<file path="src/rtl/ws_feed_pkg.sv">
// Shared constants and state encoding for the weight-stationary array feeder.
package ws_feed_pkg;

  localparam int unsigned SIZE_DEF      = 4;
  localparam int unsigned BIT_WIDTH_DEF = 8;
  localparam int unsigned LANE_W        = BIT_WIDTH_DEF;

  typedef enum logic [2:0] {
    COLLECT = 3'd0,
    SHIFT   = 3'd1,
    STREAM  = 3'd2,
    DRAIN   = 3'd3,
    DONE    = 3'd4
  } state_e;

endpackage

</file>
<file path="src/rtl/ws_skew_line.sv">
// Per-lane delay line of DELAY registers with synchronous active-low clear.
module ws_skew_line
  import ws_feed_pkg::*;
#(
  parameter int unsigned BIT_WIDTH = BIT_WIDTH_DEF,
  parameter int unsigned DELAY     = 1
) (
  input  logic                 clk,
  input  logic                 clr_n,
  input  logic [BIT_WIDTH-1:0] din,
  output logic [BIT_WIDTH-1:0] dout
);

  generate
    if (DELAY == 0) begin : g_pass
      logic unused_ctl;
      assign unused_ctl = clk & clr_n;
      assign dout       = din;
    end else begin : g_dly
      logic [BIT_WIDTH-1:0] pipe [DELAY];

      always_ff @(posedge clk) begin
        if (!clr_n) begin
          for (int i = 0; i < int'(DELAY); i++) pipe[i] <= '0;
        end else begin
          pipe[0] <= din;
          for (int i = 1; i < int'(DELAY); i++) pipe[i] <= pipe[i-1];
        end
      end

      assign dout = pipe[DELAY-1];
    end
  endgenerate

endmodule

</file>
<file path="src/rtl/ws_feed_ctrl4x4.sv">
// Feeder for the 4x4 weight-stationary array: weight collect/shift, skewed
// activation stream, drain and done. Define WS_FEED_WT_REUSE_EN for weight reuse.
module ws_feed_ctrl4x4
  import ws_feed_pkg::*;
#(
  parameter int unsigned SIZE      = SIZE_DEF,
  parameter int unsigned BIT_WIDTH = BIT_WIDTH_DEF
) (
  input  logic                      clk,
  input  logic                      rst_n,
`ifdef WS_FEED_WT_REUSE_EN
  input  logic                      wt_reuse,
`endif
  input  logic                      wt_valid,
  output logic                      wt_ready,
  input  logic [SIZE*BIT_WIDTH-1:0] wt_row,
  input  logic                      act_valid,
  output logic                      act_ready,
  input  logic [SIZE*BIT_WIDTH-1:0] act_vec,
  input  logic                      act_last,
  output logic                      control,
  output logic [SIZE*BIT_WIDTH-1:0] wt_arr,
  output logic [SIZE*BIT_WIDTH-1:0] data_arr,
  output logic                      busy,
  output logic                      done
);

  localparam int unsigned VEC_W = SIZE * BIT_WIDTH;
  localparam int unsigned CNT_W = (SIZE > 1) ? $clog2(SIZE) : 1;

  localparam logic [CNT_W-1:0] CNT_LAST = CNT_W'(SIZE - 1);
  localparam logic [CNT_W-1:0] CNT_PEN  = CNT_W'(SIZE - 2);

  localparam logic [2:0] S_COLLECT = 3'(COLLECT);
  localparam logic [2:0] S_SHIFT   = 3'(SHIFT);
  localparam logic [2:0] S_STREAM  = 3'(STREAM);
  localparam logic [2:0] S_DRAIN   = 3'(DRAIN);
  localparam logic [2:0] S_DONE    = 3'(DONE);

  logic [2:0]       state, state_n;
  logic [CNT_W-1:0] cnt, cnt_n;
  logic [VEC_W-1:0] feed, feed_n;
  logic [VEC_W-1:0] wt_n;
  logic [VEC_W-1:0] wbuf [SIZE];
  logic             wt_acc, act_acc;

  assign wt_acc  = wt_valid & wt_ready;
  assign act_acc = act_valid & act_ready;

  // Weight tile buffer; the final beat goes straight to wt_arr instead.
  always_ff @(posedge clk) begin
    if (wt_acc) wbuf[cnt] <= wt_row;
  end

  always_comb begin
    state_n = state;
    cnt_n   = cnt;
    wt_n    = '0;
    feed_n  = '0;
    case (state)
      S_COLLECT: begin
        if (wt_acc) begin
          if (cnt == CNT_LAST) begin
            state_n = S_SHIFT;
            cnt_n   = '0;
            wt_n    = wt_row;
          end else begin
            cnt_n = cnt + CNT_W'(1);
          end
        end
      end
      S_SHIFT: begin
        // Rows go out last-beat first so beat i settles in PE row i.
        if (cnt == CNT_LAST) begin
          state_n = S_STREAM;
          cnt_n   = '0;
        end else begin
          cnt_n = cnt + CNT_W'(1);
          wt_n  = wbuf[CNT_PEN - cnt];
        end
      end
      S_STREAM: begin
        if (act_acc) begin
          feed_n = act_vec;
          if (act_last) state_n = S_DRAIN;
        end
      end
      S_DRAIN: begin
        // Input stage plus the deepest skew lane must empty before done.
        if (cnt == CNT_LAST) begin
          state_n = S_DONE;
          cnt_n   = '0;
        end else begin
          cnt_n = cnt + CNT_W'(1);
        end
      end
      S_DONE: begin
`ifdef WS_FEED_WT_REUSE_EN
        state_n = wt_reuse ? S_STREAM : S_COLLECT;
`else
        state_n = S_COLLECT;
`endif
      end
      default: begin
        state_n = S_COLLECT;
        cnt_n   = '0;
      end
    endcase
  end

  always_ff @(posedge clk) begin
    if (!rst_n) begin
      state     <= S_COLLECT;
      cnt       <= '0;
      feed      <= '0;
      wt_arr    <= '0;
      control   <= 1'b0;
      wt_ready  <= 1'b0;
      act_ready <= 1'b0;
      busy      <= 1'b0;
      done      <= 1'b0;
    end else begin
      state     <= state_n;
      cnt       <= cnt_n;
      feed      <= feed_n;
      wt_arr    <= wt_n;
      control   <= (state_n == S_SHIFT);
      wt_ready  <= (state_n == S_COLLECT);
      act_ready <= (state_n == S_STREAM);
      busy      <= (state_n != S_COLLECT);
      done      <= (state_n == S_DONE);
    end
  end

  // Lane k sees k extra register stages after the shared input stage.
  for (genvar k = 0; k < SIZE; k++) begin : g_lane
    ws_skew_line #(
      .BIT_WIDTH (BIT_WIDTH),
      .DELAY     (k)
    ) u_skew (
      .clk   (clk),
      .clr_n (rst_n),
      .din   (feed[k*BIT_WIDTH +: BIT_WIDTH]),
      .dout  (data_arr[k*BIT_WIDTH +: BIT_WIDTH])
    );
  end

endmodule
</file>
<file path="config.mk">
export PLATFORM = sky130hd
export DESIGN_NAME = ws_feed_ctrl4x4
export DESIGN_NICKNAME = d
export VERILOG_FILES = /design/src/rtl/ws_feed_pkg.sv /design/src/rtl/ws_skew_line.sv /design/src/rtl/ws_feed_ctrl4x4.sv
export SDC_FILE = /design/constraint.sdc
export NUM_CORES = 1
export LEC_CHECK = 0
export BUFFER_PORTS_ARGS = -buffer_cell sky130_fd_sc_hd__buf_4
export CORE_MARGIN = 2
export CORE_UTILIZATION = 45
export CTS_CLUSTER_SIZE = 8
export DETAILED_ROUTE_END_ITERATION = 10
export MAX_ROUTING_LAYER = met4
export PLACE_DENSITY = 0.68
export SKIP_CTS_REPAIR_TIMING = 1
export SYNTH_ARGS = -nofsm -noshare
export SYNTH_HDL_FRONTEND = slang
export SYNTH_SLANG_ARGS = --single-unit
</file>
<file path="constraint.sdc">
create_clock -name clk -period 2.3 [get_ports clk]
set_input_delay 0 -clock clk [delete_from_list [all_inputs] [get_ports clk]]
set_output_delay 0 -clock clk [all_outputs]
set_load 0.01 [all_outputs]
</file>
==> results of run 1 <==
-- cell families after synthesis --
group,Yosys count
xor gates and xnor gates,1
and+or+nand+nor,108
AOI/OAI and AO/OA,42
buffers and inverters,52
muxes,33
adders and majority gates,4
DFF,250
-- how the worst max path moves through the flow --
| stage | startpoint | endpoint | slack [ns] | cells after the start |
|---|---|---|---|---|
| floorplan | cnt[0] | wt_arr[0] | 0.08 | 6 |
| global placement | cnt[0] | wt_ready | 0.56 | 5 |
| detailed placement | state[1] | feed[0] | 0.50 | 4 |
| CTS | state[0] | feed[9] | 0.49 | 4 |
| global route | state[1] | feed[0] | 0.32 | 4 |
| finish | state[0] | feed[19] | 0.50 | 4 |
-- metal layers --
layer	wire length [um]	global-route usage, %	part of all wire [%]	up-vias
met5	0	-	0	-
met3	1284	4.246	7.9	23
met2	7831	23.52	48	210
li1	-	-	-	2176
met1	6851	21.27	42	2213
met4	265	6.526	1.6	0
-- synthesized netlist by cell type --
master / count / area (um^2)
sky130_fd_sc_hd__a211oi_1: 1 / 7.510
sky130_fd_sc_hd__a21oi_1: 1 / 5.000
sky130_fd_sc_hd__a22o_1: 32 / 280.3
sky130_fd_sc_hd__a31oi_1: 1 / 6.260
sky130_fd_sc_hd__and2_1: 80 / 500.5
sky130_fd_sc_hd__and2b_1: 1 / 7.510
sky130_fd_sc_hd__and3_1: 5 / 31.28
sky130_fd_sc_hd__buf_2: 5 / 25.02
sky130_fd_sc_hd__buf_4: 28 / 210.2
sky130_fd_sc_hd__buf_6: 4 / 45.04
sky130_fd_sc_hd__clkbuf_1: 8 / 30.03
sky130_fd_sc_hd__clkbuf_2: 4 / 20.02
sky130_fd_sc_hd__dfxtp_1: 122 / 2442
sky130_fd_sc_hd__edfxtp_1: 128 / 3844
sky130_fd_sc_hd__ha_1: 4 / 50.05
sky130_fd_sc_hd__inv_1: 3 / 11.26
sky130_fd_sc_hd__mux2i_1: 1 / 10.01
sky130_fd_sc_hd__mux4_1: 5 / 131.4
sky130_fd_sc_hd__mux4_2: 27 / 608.1
sky130_fd_sc_hd__nand2_1: 3 / 11.26
sky130_fd_sc_hd__nand2b_1: 2 / 12.51
sky130_fd_sc_hd__nand3_1: 1 / 5.000
sky130_fd_sc_hd__nand3b_1: 1 / 7.510
sky130_fd_sc_hd__nor2_1: 6 / 22.52
sky130_fd_sc_hd__nor2_2: 3 / 18.77
sky130_fd_sc_hd__nor2b_1: 2 / 12.51
sky130_fd_sc_hd__nor3_1: 3 / 15.01
sky130_fd_sc_hd__nor4_1: 1 / 6.260
sky130_fd_sc_hd__o2111a_1: 1 / 11.26
sky130_fd_sc_hd__o211ai_1: 1 / 7.510
sky130_fd_sc_hd__o21a_1: 1 / 7.510
sky130_fd_sc_hd__o21ai_0: 1 / 5.000
sky130_fd_sc_hd__o21ai_1: 1 / 5.000
sky130_fd_sc_hd__o21ba_2: 1 / 10.01
sky130_fd_sc_hd__o31ai_1: 1 / 7.510
sky130_fd_sc_hd__xnor2_1: 1 / 8.760
-- registers in the layout, indices dropped and copies added, names as in the netlist --
register and count:
act_ready 1, busy 1, cnt 2, control 1
done 1, feed 32, g_lane.u_skew.g_dly.pipe 48, state 3
wbuf 128, wt_arr 32, wt_ready 1
-- metrics by stage --
| stage | worst slack (ns) | cell area, um^2 |
|---|---|---|
| 6_report | 0.4994 | 11250 |
| 5_1_grt | 0.3203 | 11250 |
| 4_1_cts | 0.4939 | 10580 |
| 3_5_place_dp | 0.5008 | 9527 |
| 3_3_place_gp | 0.5586 | 9527 |
| 2_1_floorplan | 0.08256 | 8439 |
-- power by group --
part           internal, W  switching (W)  total (W)
clock              0.00307        0.00176    0.00483
sequential         0.00476      0.0000182    0.00478
combinational     0.000294       0.000218   0.000512
total              0.00812        0.00200     0.0101
-- cell type report --
class | instances | area share, %
Clock inverter | 3 | 0.4228
Sequential cell | 250 | 55.91
Clock buffer | 57 | 8.901
Multi-Input combinational cell | 188 | 16.20
Timing Repair Buffer | 212 | 15.87
Tap cell | 234 | 2.603
Inverter | 3 | 0.1001
-- worst reg2reg max path, cell delays in order, from the launching register on --
cell and delay [ns]:
sky130_fd_sc_hd__dfxtp_1 0.37, sky130_fd_sc_hd__and2b_1 0.27, sky130_fd_sc_hd__nand3_1 0.12, sky130_fd_sc_hd__nor2_2 0.73, sky130_fd_sc_hd__and2_1 0.25
==> run summary, run 1 <==
The mux cell area share after synthesis is around 8.9%. The wire-length estimate of the detail-placed layout is roughly 8700 um. The maximum clock frequency is between 0.5 and 0.6 GHz. The post-layout minimum cycle time is 1.801 ns. The area fraction in compound gates after synthesis came out at roughly 4.2%. The share of post-route cells with drive strength above 1 came out at a little under a third.

The xor and xnor fraction of the mapped netlist area is less than 1%. The maximum single-stage delay on the critical path is 0.73 ns. The initial standard-cell utilization of the core is 45.42%.

The netlist area before placement came out at approximately 0.0084 mm^2. The slowest stage of the critical path is the sky130_fd_sc_hd__nor2_2 cell. The final estimated routing congestion in global placement is about 0.76. The analysis attributes to cell leakage a power of approximately 4.4 nW. The max-slew headroom at the worst pin is 36.98%.

Averaged over all synthesized cells, the footprint is about 17 um^2. The clock-pin slew on the worst setup and hold paths came out at about 0.05 ns. The first-pass GRT wire length is ~24000 um. The number of global-route vias before repair came to 4573. The critical path goes through and2b_1 > nand3_1 > nor2_2 > and2_1.

The flow ran to the end, and the final reports show no timing, DRC or antenna violations. The terminating pin of the worst hold path is act_ready. After Yosys synthesis, and, or, nand and nor cells account for slightly below 8% of the synthesized area. The count of endpoints failing setup in the final report came out at 0. The worst ir drop on vdd is between 500 and 600 uV. The reg-to-reg critical path startpoint is state[0]. The first TritonRoute pass finished after 4 iterations. 0 antenna diodes ended up in the layout. From bottom edge to top edge, the die measures 140.9 um. The detail-routed net length per standard cell is between 15 and 20 um. The most common cell after layout, fill and taps aside is sky130_fd_sc_hd__buf_4. Setup repair after global routing left no endpoint under its margin. The number of cells on the worst reg-to-reg path is 4. The global-route congestion overflow total is 0. The share of synthesized area occupied by flip-flops and latches is roughly three quarters. The clock sink total is 250.

The number of levels in the clock H-tree came out at 2. The minimum setup slack among reg-to-reg paths came out at roughly 0.50 ns. The post-synthesis sequential element count came out at 250.

Yosys printed 0 warnings. Compared with the post-synthesis result, the final layout area differs by 33.25%. The count of distinct cell types in the synthesized netlist came out at 36. The synthesized netlist cell count is around 500. The register cell area after layout came out at roughly 0.0063 mm^2.

The initial DRC count came out at approximately 240. The worst register-to-register path ends at feed[19]. The post-route core utilization came out at just over 60%.

The final net count came out at approximately 770. The detail route stage leaves a number of antenna-violating nets equal to 0. The CTS buffer count is 37. The number of failing hold endpoints at the final stage was 0. The multi-input combinational cells in the finished layout cover a total of between 0.0015 and 0.002 mm^2.

The number of antenna violations at the first check in global routing came out at 0. For the worst setup path, the data required time is roughly 2.7 ns. Measured along the x axis, the die boundary spans 140.9 um. The clock insertion delay at the later pin of the skew report came out at roughly 0.51 ns. The smallest hold slack is ~0.026 ns.

The final max-slew violation count is 0. The share of synthesized cell area in full adder, half adder and majority cells came out at less than 1%. The total chip power came out at ~0.010 W. The maximum number of pins on one net before global-route repair came out at 42. The count of maximum capacitance violations is 0. The data arrival time of the critical path is between 2 and 2.5 ns. In the routed layout, each cell is associated on average with a via count of approximately 4.9. Summing over every cut layer, the via total after detailed routing is around 4600. The number of nets in the synthesized netlist is roughly 560. The number of top-level pins is 138. The startpoint type of the worst setup path is a flip-flop. On the critical path the largest part of the delay comes from simple AND/OR/NAND/NOR gates. The cell area power density came out at 899.8 mW/mm^2.

The part of the cycle the worst path needs came out at slightly below 80%. Of all nets on the critical path, the largest fanout is 32. The area of the placeable core is between 0.015 and 0.02 mm^2. Leaving out fill and tap cells, the most frequent cells in the layout are sky130_fd_sc_hd__buf_4 (143), sky130_fd_sc_hd__edfxtp_1 (128), sky130_fd_sc_hd__dfxtp_1 (121). In this run the most critical hold path is launched from act_valid. The worst hold path passes through 4 cells.

The number of buffers on the longest clock path is 3. The global-route total usage across every layer is 15.97%. The CTS tree is built.

The worst-margin pin slew is between 0.9 and 1 ns. The non-filler instance count after layout is 947. The die covers ~0.02 mm^2. The overall routed net length is approximately 16000 um. The tree is rooted in a sky130_fd_sc_hd__clkbuf_16.

The total of fill cells in the finished design came out at 1363. The number of buffer and inverter instances along the worst setup path came out at 0. For this run, design rule violations remaining after detail routing come to 0.

The number of core rows came out at 50. The worst setup path is captured at a flip-flop. After detailed placement, the design holds a cell count of a little over 800. The critical path is of the flip-flop to flip-flop type. The port buffer count came out at about 140. The worst min-delay path category is primary input to flip-flop. The setup TNS after final layout came out at 0 ns. Clock skew on the completed layout was measured at approximately 0.023 ns.

The dominant combinational cell family by area after synthesis is multiplexers.
(Power assumes the default switching activity.)
==> run 2: changes to the inputs <==
--- a/config.mk
+++ b/config.mk
@@ -5,6 +5,7 @@
 export SDC_FILE = /design/constraint.sdc
 export NUM_CORES = 1
 export LEC_CHECK = 0
+export ABC_AREA = 1
 export BUFFER_PORTS_ARGS = -buffer_cell sky130_fd_sc_hd__buf_4
 export CORE_MARGIN = 2
 export CORE_UTILIZATION = 45
==> constraint.sdc (replaced) <==
create_clock -name clk -period 1.6 [get_ports clk]
set_input_delay 0 -clock clk [delete_from_list [all_inputs] [get_ports clk]]
set_output_delay 0 -clock clk [all_outputs]
set_load 0.01 [all_outputs]
==> run summary, run 2 <==
Setup violations remaining at the end of the flow were counted as 0. The number of core rows came out at 53. The area growth from synthesis to layout came out at 31.98%. around 140 I/O pins were placed.

Walking the worst path, the cells encountered are ha_2 > inv_1 > nand2_1 > nor2_4 > buf_12 > nand2_1 > a21oi_1. Based on the critical path, the design can be clocked at up to between 0.6 and 0.7 GHz. The layout has 1723 filler cells. The min-delay analysis places its worst path in the category primary input to flip-flop. The clock-pin slew on the worst setup and hold paths is ~0.050 ns.

The part of the cycle the worst path needs is approximately 92%. The number of buffers on the longest clock path is 3. The die boundary width is 149.8 um. The biggest area consumer among synthesized cells is sky130_fd_sc_hd__edfxtp_1. The maximum number of pins on one net before global-route repair is 63.

The global-route total usage across every layer came out at approximately 18%. The post-layout minimum cycle time came out at between 1 and 1.5 ns. The number of enable-type register cells in the synthesized netlist is around 130. The logic depth of the worst register-to-register path came out at 7. The area used by multi-input combinational logic is between 0.002 and 0.0025 mm^2. The total iterations of the first detailed-routing run is 5. The global-route congestion overflow total came out at 0. Across all layers, the routed design uses around 6600 vias. The summed area of non-filler cells in the final layout came out at approximately 0.013 mm^2. The instance count after placement with tap cells included came out at approximately 1400.

The netlist area before placement came out at 0.009559 mm^2. The setup TNS after final layout is 0 ns. The overall routed net length came out at between 15000 and 20000 um. Yosys attributes the largest share of cell area to sky130_fd_sc_hd__edfxtp_1 (40%), sky130_fd_sc_hd__dfxtp_1 (26%), sky130_fd_sc_hd__nand2_1 (11%), sky130_fd_sc_hd__inv_1 (8.7%), sky130_fd_sc_hd__nand3_1 (3.7%). The startpoint type of the worst setup path is a flip-flop. The cell count after synthesis came out at approximately 1000. The worst ir drop on vdd came out at approximately 950 uV.

Among all flip-flop cells after synthesis, the most frequent one is sky130_fd_sc_hd__edfxtp_1. The die height came out at roughly 150 um. Clock skew on the completed layout was measured at around 0.022 ns. Data on the critical path is required at its endpoint by 2.01 ns. The run finished with clean final reports. During synthesis, Yosys emitted a total of 0 warnings. Using the TritonRoute via totals, the vias-per-cell ratio works out to 4.431. The initial standard-cell utilization of the core came out at between 40% and 50%. The congestion estimate from routability-driven global placement came to slightly below 0.8.

In this run the biggest area consumer among cell types represents between 40% and 50% of the synthesized area. The most common cell in the netlist is sky130_fd_sc_hd__nand2_1. The first routing iteration left 348 violations. The worst-margin pin slew came out at about 0.51 ns.

Counting flops per register, the top entry is wbuf. Counting buffers and inverters, the worst setup path is 7 cells deep. Buffers inserted during clock tree synthesis total 37. The register with the most flip-flops in the layout has roughly 130 of them. Broken down by cell family, the worst path's largest delay share belongs to simple AND/OR/NAND/NOR gates. The share of post-route cells with drive strength above 1 is 20.66%. The count of maximum capacitance violations came out at 0. On the critical path, the stage with the largest delay is an instance of sky130_fd_sc_hd__dfxtp_4. The die area is roughly 0.022 mm^2.

The share of synthesized area occupied by flip-flops and latches is around two thirds. The endpoint type of the worst setup path is a flip-flop. The total placed instance area is between 0.01 and 0.015 mm^2. The first-pass GRT wire length is roughly 30000 um. Setup repair after global routing left no endpoint under its margin. The final net count came out at ~1300.

Dividing the detail-routed wire length by the instance count gives between 10 and 15 um. Each instance of the synthesized netlist takes up on average 9.675 um^2. The largest registers in the layout are wbuf (128), g_lane.u_skew.g_dly.pipe (48). The maximum fanout encountered on the critical timing path is 19.

The clock insertion delay at the later pin of the skew report came out at 0.50 ns. The number of antenna violations at the first check in global routing is 2. The post-synthesis sequential element count is 250.

The count of distinct cell types in the synthesized netlist came out at 26. The worst hold path passes through 6 cells. The maximum single-stage delay on the critical path came out at around 0.37 ns. The number of global-route vias before repair is slightly above 6000. The worst setup path category is flip-flop to flip-flop. At the placement stage, the worst setup path has a slack of roughly 0.020 ns. The tree is rooted in a sky130_fd_sc_hd__clkbuf_16. The max-slew headroom at the worst pin is 66.18%.

In the synthesized netlist, the cells that appear most often are sky130_fd_sc_hd__nand2_1 (282), sky130_fd_sc_hd__inv_1 (222), sky130_fd_sc_hd__edfxtp_1 (128). The register cell area after layout is approximately 0.0063 mm^2. The port buffer count is roughly 140.

The static leakage power is ~6.0 nW. The number of failing hold endpoints at the final stage was 0. Clock tree synthesis found a total of 250 sinks. For this design the ratio of total power to cell area is 1197 mW/mm^2. The library cell used most frequently in the layout, excluding fill and tap cells, is sky130_fd_sc_hd__nand2_1. The final max-slew violation count came out at 0.

In this run the standard cell core region covers approximately 0.021 mm^2. The number of buffers and inverters on the critical path is 2. Setup slack closes at around 0.12 ns. The number of nets in the synthesized netlist is between 1000 and 1500. The post-route core utilization is about three fifths. The DRC violations left came out at 0.

In the layout the commonest cells are sky130_fd_sc_hd__nand2_1 (282), sky130_fd_sc_hd__inv_1 (218), sky130_fd_sc_hd__buf_4 (149). The non-filler instance count after layout came out at between 1000 and 1500. The detail route stage leaves a number of antenna-violating nets equal to 0.

The number of levels in the clock H-tree came out at 2. TritonCTS built the clock tree. The data arrival time of the critical path is 1.89 ns. The cell type with the highest occurrence count on the critical path is sky130_fd_sc_hd__nand2_1. The proportion of synthesized flip-flops having asynchronous set or reset is 0%.

The placed wire-length estimate after detailed placement is roughly 12000 um.
## run 2: cell count changes after synthesis, moves of 11 or more
cell / change
sky130_fd_sc_hd__mux4_2: -27
sky130_fd_sc_hd__a21oi_1: +18
sky130_fd_sc_hd__inv_1: +219
sky130_fd_sc_hd__a21oi_2: +14
sky130_fd_sc_hd__nand2_1: +279
sky130_fd_sc_hd__buf_2: +11
sky130_fd_sc_hd__nand3_1: +69
sky130_fd_sc_hd__nor2_1: +31
sky130_fd_sc_hd__a22o_1: -32
sky130_fd_sc_hd__and2_1: -80
## run 2: power breakdown
part / switching [W] / internal [W] / leakage, nW / total (W)
combinational: 0.000565 / 0.000459 / 3.34 / 0.00102
sequential: 0.0000252 / 0.00684 / 2.15 / 0.00687
clock: 0.00258 / 0.00463 / 0.527 / 0.00721
total: 0.00317 / 0.0119 / 6.01 / 0.0151
## run 2: tightest hold or removal path, cell delays in order
cell	delay, ns
sky130_fd_sc_hd__buf_4	0.08
sky130_fd_sc_hd__nand3_1	0.08
sky130_fd_sc_hd__nor2_1	0.10
sky130_fd_sc_hd__nor2_1	0.04
sky130_fd_sc_hd__nand2_1	0.09
sky130_fd_sc_hd__nor2_1	0.05
## run 2: layout make-up
type	instances	share of cell area [%]
sequential	250	49.87
clock buffer	57	8.351
antenna	2	0.03967
tap	275	2.727
timing repair buffer	227	15.84
multi-input combinational	450	16.18
inverter	224	6.694
clock inverter	2	0.3074
## run 2: worst paths after layout
path,start,end,slack [ns]
min,act_last,wt_ready,0.009
min reg2reg,feed[23],g_lane[2].u_skew.g_dly.pipe[0][7],0.40
max reg2reg,cnt[0],wt_arr[12],0.12
max,cnt[0],wt_arr[12],0.12
## run 2: cells by family (layout without fill, tap and decap cells)
| family | count (synthesis) | count (layout) | share of synthesized area (%) |
|---|---|---|---|
| and+or+nand+nor | 410 | 410 | 17.85 |
| buffers and inverters | 288 | 510 | 13.36 |
| DFF | 250 | 250 | 65.76 |
| AOI/OAI and AO/OA | 36 | 36 | 2.500 |
| adders and majority gates | 4 | 4 | 0.5236 |
| other | 0 | 2 | 0 |
## run 2: through the flow
step           hold slack (ns)  total power, W
4_1_cts                -0.3062         0.01509
3_3_place_gp            0.2135        0.007854
6_report              0.009082         0.01510
2_1_floorplan          0.09887        0.007500
3_5_place_dp            0.2165        0.007864
5_1_grt                0.07464         0.01561
## run 2: metal layers
metal / up-vias / part of all wire [%] / global-route usage (%) / wire, um
met3: 33 / 6.9 / 5.061 / 1360
met2: 183 / 50 / 29.06 / 9824
li1: 3359 / - / - / -
met1: 3014 / 41 / 21.03 / 8062
met4: 0 / 2.3 / 5.896 / 446
met5: - / 0 / - / 0
==> run 3: changes to the inputs <==
--- a/config.mk
+++ b/config.mk
@@ -7,13 +7,15 @@
 export LEC_CHECK = 0
 export ABC_AREA = 1
 export BUFFER_PORTS_ARGS = -buffer_cell sky130_fd_sc_hd__buf_4
+export CAP_MARGIN = 0
 export CORE_MARGIN = 2
 export CORE_UTILIZATION = 45
 export CTS_CLUSTER_SIZE = 8
 export DETAILED_ROUTE_END_ITERATION = 10
 export MAX_ROUTING_LAYER = met4
-export PLACE_DENSITY = 0.68
+export PLACE_DENSITY = 0.69
 export SKIP_CTS_REPAIR_TIMING = 1
 export SYNTH_ARGS = -nofsm -noshare
 export SYNTH_HDL_FRONTEND = slang
+export SYNTH_HIERARCHICAL = 1
 export SYNTH_SLANG_ARGS = --single-unit
==> run summary, run 3 <==
The global-route total usage across every layer came out at a little under a fifth. Setup repair after global routing left no endpoint under its margin. The final reports fail on negative hold slack. The maximum clock frequency came out at 0.6709 GHz. The clock insertion delay at the later pin of the skew report came out at between 0.5 and 0.6 ns. Once the floorplan was initialized, standard cells occupied a little under half of the core. The floorplan has between 50 and 60 rows. The netlist area before placement came out at roughly 0.0095 mm^2.

Along the worst path, the maximum fanout reaches 19. The number of antenna violations at the first check in global routing is 0. The worst-margin pin slew came out at approximately 0.43 ns. The share of power burned in the clock network came out at between 40% and 50%. The number of failing hold endpoints at the final stage came to 2. Yosys instantiated no cell more often than sky130_fd_sc_hd__nand2_1. The fraction of power spent switching nets is around 22%. After floorplanning, the core was sized to cover 0.02089 mm^2. The congestion estimate from routability-driven global placement came to 0.7761. Leaving out fill and tap cells, the most frequent cells in the layout are sky130_fd_sc_hd__nand2_1 (249), sky130_fd_sc_hd__inv_1 (220), sky130_fd_sc_hd__buf_4 (157).

The number of buffers on the longest clock path came out at 3. Headroom to the max-slew limit came out at 71.53%. approximately 140 I/O pins were placed.

The net count after synthesis is 1060. The total placed instance area is between 0.01 and 0.015 mm^2. The largest total area in the synthesized netlist belongs to sky130_fd_sc_hd__edfxtp_1. The post-layout minimum cycle time is about 1.5 ns. The smallest hold slack is -0.02468 ns. The min-delay analysis places its worst path in the category primary input to flip-flop. The sequential fraction of design power is between 40% and 50%.

The worst setup path is launched from a flip-flop. The flow ran to the end, but the final reports show violations. The maximum number of pins on one net before global-route repair came out at 39. After synthesis, the cell types taking the most area are sky130_fd_sc_hd__edfxtp_1 (40%), sky130_fd_sc_hd__dfxtp_1 (26%), sky130_fd_sc_hd__nand2_1 (9.8%), sky130_fd_sc_hd__inv_1 (8.7%), sky130_fd_sc_hd__nand3_1 (5.0%). The total chip power came out at ~0.015 W. The number of clock buffers added by TritonCTS is 37. The die height came out at between 100 and 150 um. The worst-case clock skew came out at between 0.02 and 0.025 ns. The residual antenna-violating net count after detailed routing came out at 0. The area growth from synthesis to layout is 31.91%. The internal power component is 0.01174 W. The clock sink total is between 200 and 300. The global-route congestion overflow total came out at 0. The CTS tree is built.

The DRC violations left is 0. The number of flip-flops under the largest register name came out at 128. The first global-routing pass estimated around 31000 um of wire. The number of global-route vias before repair is 6422. The synthesized design devotes to its leading area cell type 40.30% of total area.

Setup violations remaining at the end of the flow were counted as 0. The overall routed net length came out at 20480 um. The setup TNS after final layout came out at 0 ns. The count of maximum capacitance violations is 0. The proportion of synthesized flip-flops having asynchronous set or reset came out at 0%. The commonest cells after synthesis are sky130_fd_sc_hd__nand2_1 (249), sky130_fd_sc_hd__inv_1 (221), sky130_fd_sc_hd__edfxtp_1 (128).

In the final layout, the share of cells above drive strength 1 is a little under a fifth. The worst setup path category is flip-flop to flip-flop. The static leakage power is around 6.0 nW. The count of buffers added on input and output ports is 137. Synthesis produced a netlist whose cell count is about 990. The detail-routed net length per standard cell is roughly 14 um. The count of distinct cell types in the synthesized netlist is 25. The average instance area after synthesis came out at just under 10 um^2. The final max-slew violation count came out at 0.

The final net count came out at 1265. The depth of the worst hold-timing path is 6. Sequential elements use roughly two thirds of the synthesized area.

The die area came out at 0.02237 mm^2. The summed area of non-filler cells in the final layout came out at about 0.013 mm^2. The most frequently used flop master after synthesis is sky130_fd_sc_hd__edfxtp_1. For this run, the detailed router's first-pass iteration total came to 5. In this run the horizontal extent of the chip is approximately 150 um. The part of the cycle the worst path needs came out at between 90% and 100%. STA classifies the critical path endpoint as a flip-flop. The number of levels in the clock H-tree is 2. The number of enable-type register cells in the synthesized netlist came out at roughly 130. The count of antenna diodes in the layout is 0. The clock-pin slew on the worst setup and hold paths is approximately 0.05 ns. In this run, synthesis produced a sequential element count of 250. For this design the total switching power over the nets is ~0.0032 W. The worst-case IR drop observed on VDD is 1069 uV. The cell area power density came out at 1191 mW/mm^2.

The count of synthesis-stage warnings from yosys came out at 6. The most common cell after layout, fill and taps aside is sky130_fd_sc_hd__nand2_1. After legalization and detailed placement, the total HPWL measured between 10000 and 15000 um.

In the final layout, the registers with the most flip-flops are wbuf (128), g_lane.u_skew/g_dly.pipe (48). The relative contribution of combinational cells to total power came out at between 7 and 8%. The critical path required time came out at 2.02 ns. The data arrival time of the critical path is roughly 1.9 ns.

Summing over every cut layer, the via total after detailed routing is slightly below 7000. The logic depth of the worst register-to-register path came out at 7. The via-per-instance ratio is 4.536. In this run, the number of DRC markers left after iteration 0 of detailed routing was about 480. The root buffer cell chosen for the clock tree is sky130_fd_sc_hd__clkbuf_16. The register with the most flip-flops is wbuf.
## run 3: cell count changes after synthesis, sizes merged
| cell | before | now |
|---|---|---|
| nand2 | 283 | 254 |
| nand3 | 72 | 101 |
| nor2 | 51 | 45 |
| a21oi | 33 | 36 |
| clkbuf | 8 | 10 |
| a211o | 1 | 0 |
| inv | 224 | 223 |
| nor3 | 2 | 3 |
| o21ai | 1 | 2 |
## run 3: routing by layer
metal	part of all wire [%]	global-route usage (%)
met1	42	22.16
met2	49	30.39
met3	6.5	4.482
met4	2.4	6.143
met5	0	-
## run 3: path summary, 6_finish.rpt
kind            start                                end  slack, ns
max            cnt[0]                         wt_arr[23]       0.11
min          act_last                           wt_ready      -0.02
max reg2reg    cnt[0]                         wt_arr[23]       0.11
min reg2reg  feed[15]  g_lane[1].u_skew/g_dly.pipe[0][7]       0.40
## run 3: cell families (layout without fill, tap and decap cells)
logic type	after synthesis	count (layout)	share of synthesized area, %
compound gates	39	39	2.073
simple gates	405	405	18.09
flops	250	250	65.91
buf+inv	289	515	13.40
fa+ha+maj	4	4	0.5248
## run 3: layout make-up
class / count / area (um^2)
inverters: 223 / 837.1
multi-input cells: 448 / 2013
clock buffers: 56 / 997.2
fillers: 1686 / 8309
well taps: 275 / 344.1
clock inverters: 4 / 71.32
repair buffers: 232 / 2029
flip-flops and latches: 250 / 6287
## run 3: power groups by stage
stage	logic, W	registers, W	clock network [W]
detailed placement	0.000936	0.00699	0
global placement	0.000922	0.00699	0
CTS	0.000945	0.00687	0.00721
global route	0.00119	0.00687	0.00747
finish	0.00107	0.00687	0.00704
floorplan	0.000552	0.00699	0
## run 3: per-stage QoR
| step | hold WS, ns | std cells | worst slack (ns) | util (%) |
|---|---|---|---|---|
| after floorplan | 0.09345 | 987 | -0.09525 | - |
| after global placement | 0.2124 | 1363 | 0.1367 | 51.99 |
| after detailed placement | 0.2157 | 1363 | 0.1281 | 51.99 |
| after CTS | -0.3292 | 1423 | 0.07874 | 57.11 |
| after global routing | 0.02149 | 1488 | 0.01086 | 60.22 |
| final | -0.02468 | 1488 | 0.1094 | 60.22 |
## run 3: worst max-delay path: stages (launching register included)
cell and delay [ns]:
sky130_fd_sc_hd__dfxtp_2 0.35, sky130_fd_sc_hd__ha_1 0.22, sky130_fd_sc_hd__inv_1 0.13, sky130_fd_sc_hd__nand3_2 0.13
sky130_fd_sc_hd__nor2_4 0.17, sky130_fd_sc_hd__buf_12 0.18, sky130_fd_sc_hd__nand2_1 0.07, sky130_fd_sc_hd__a21oi_1 0.15
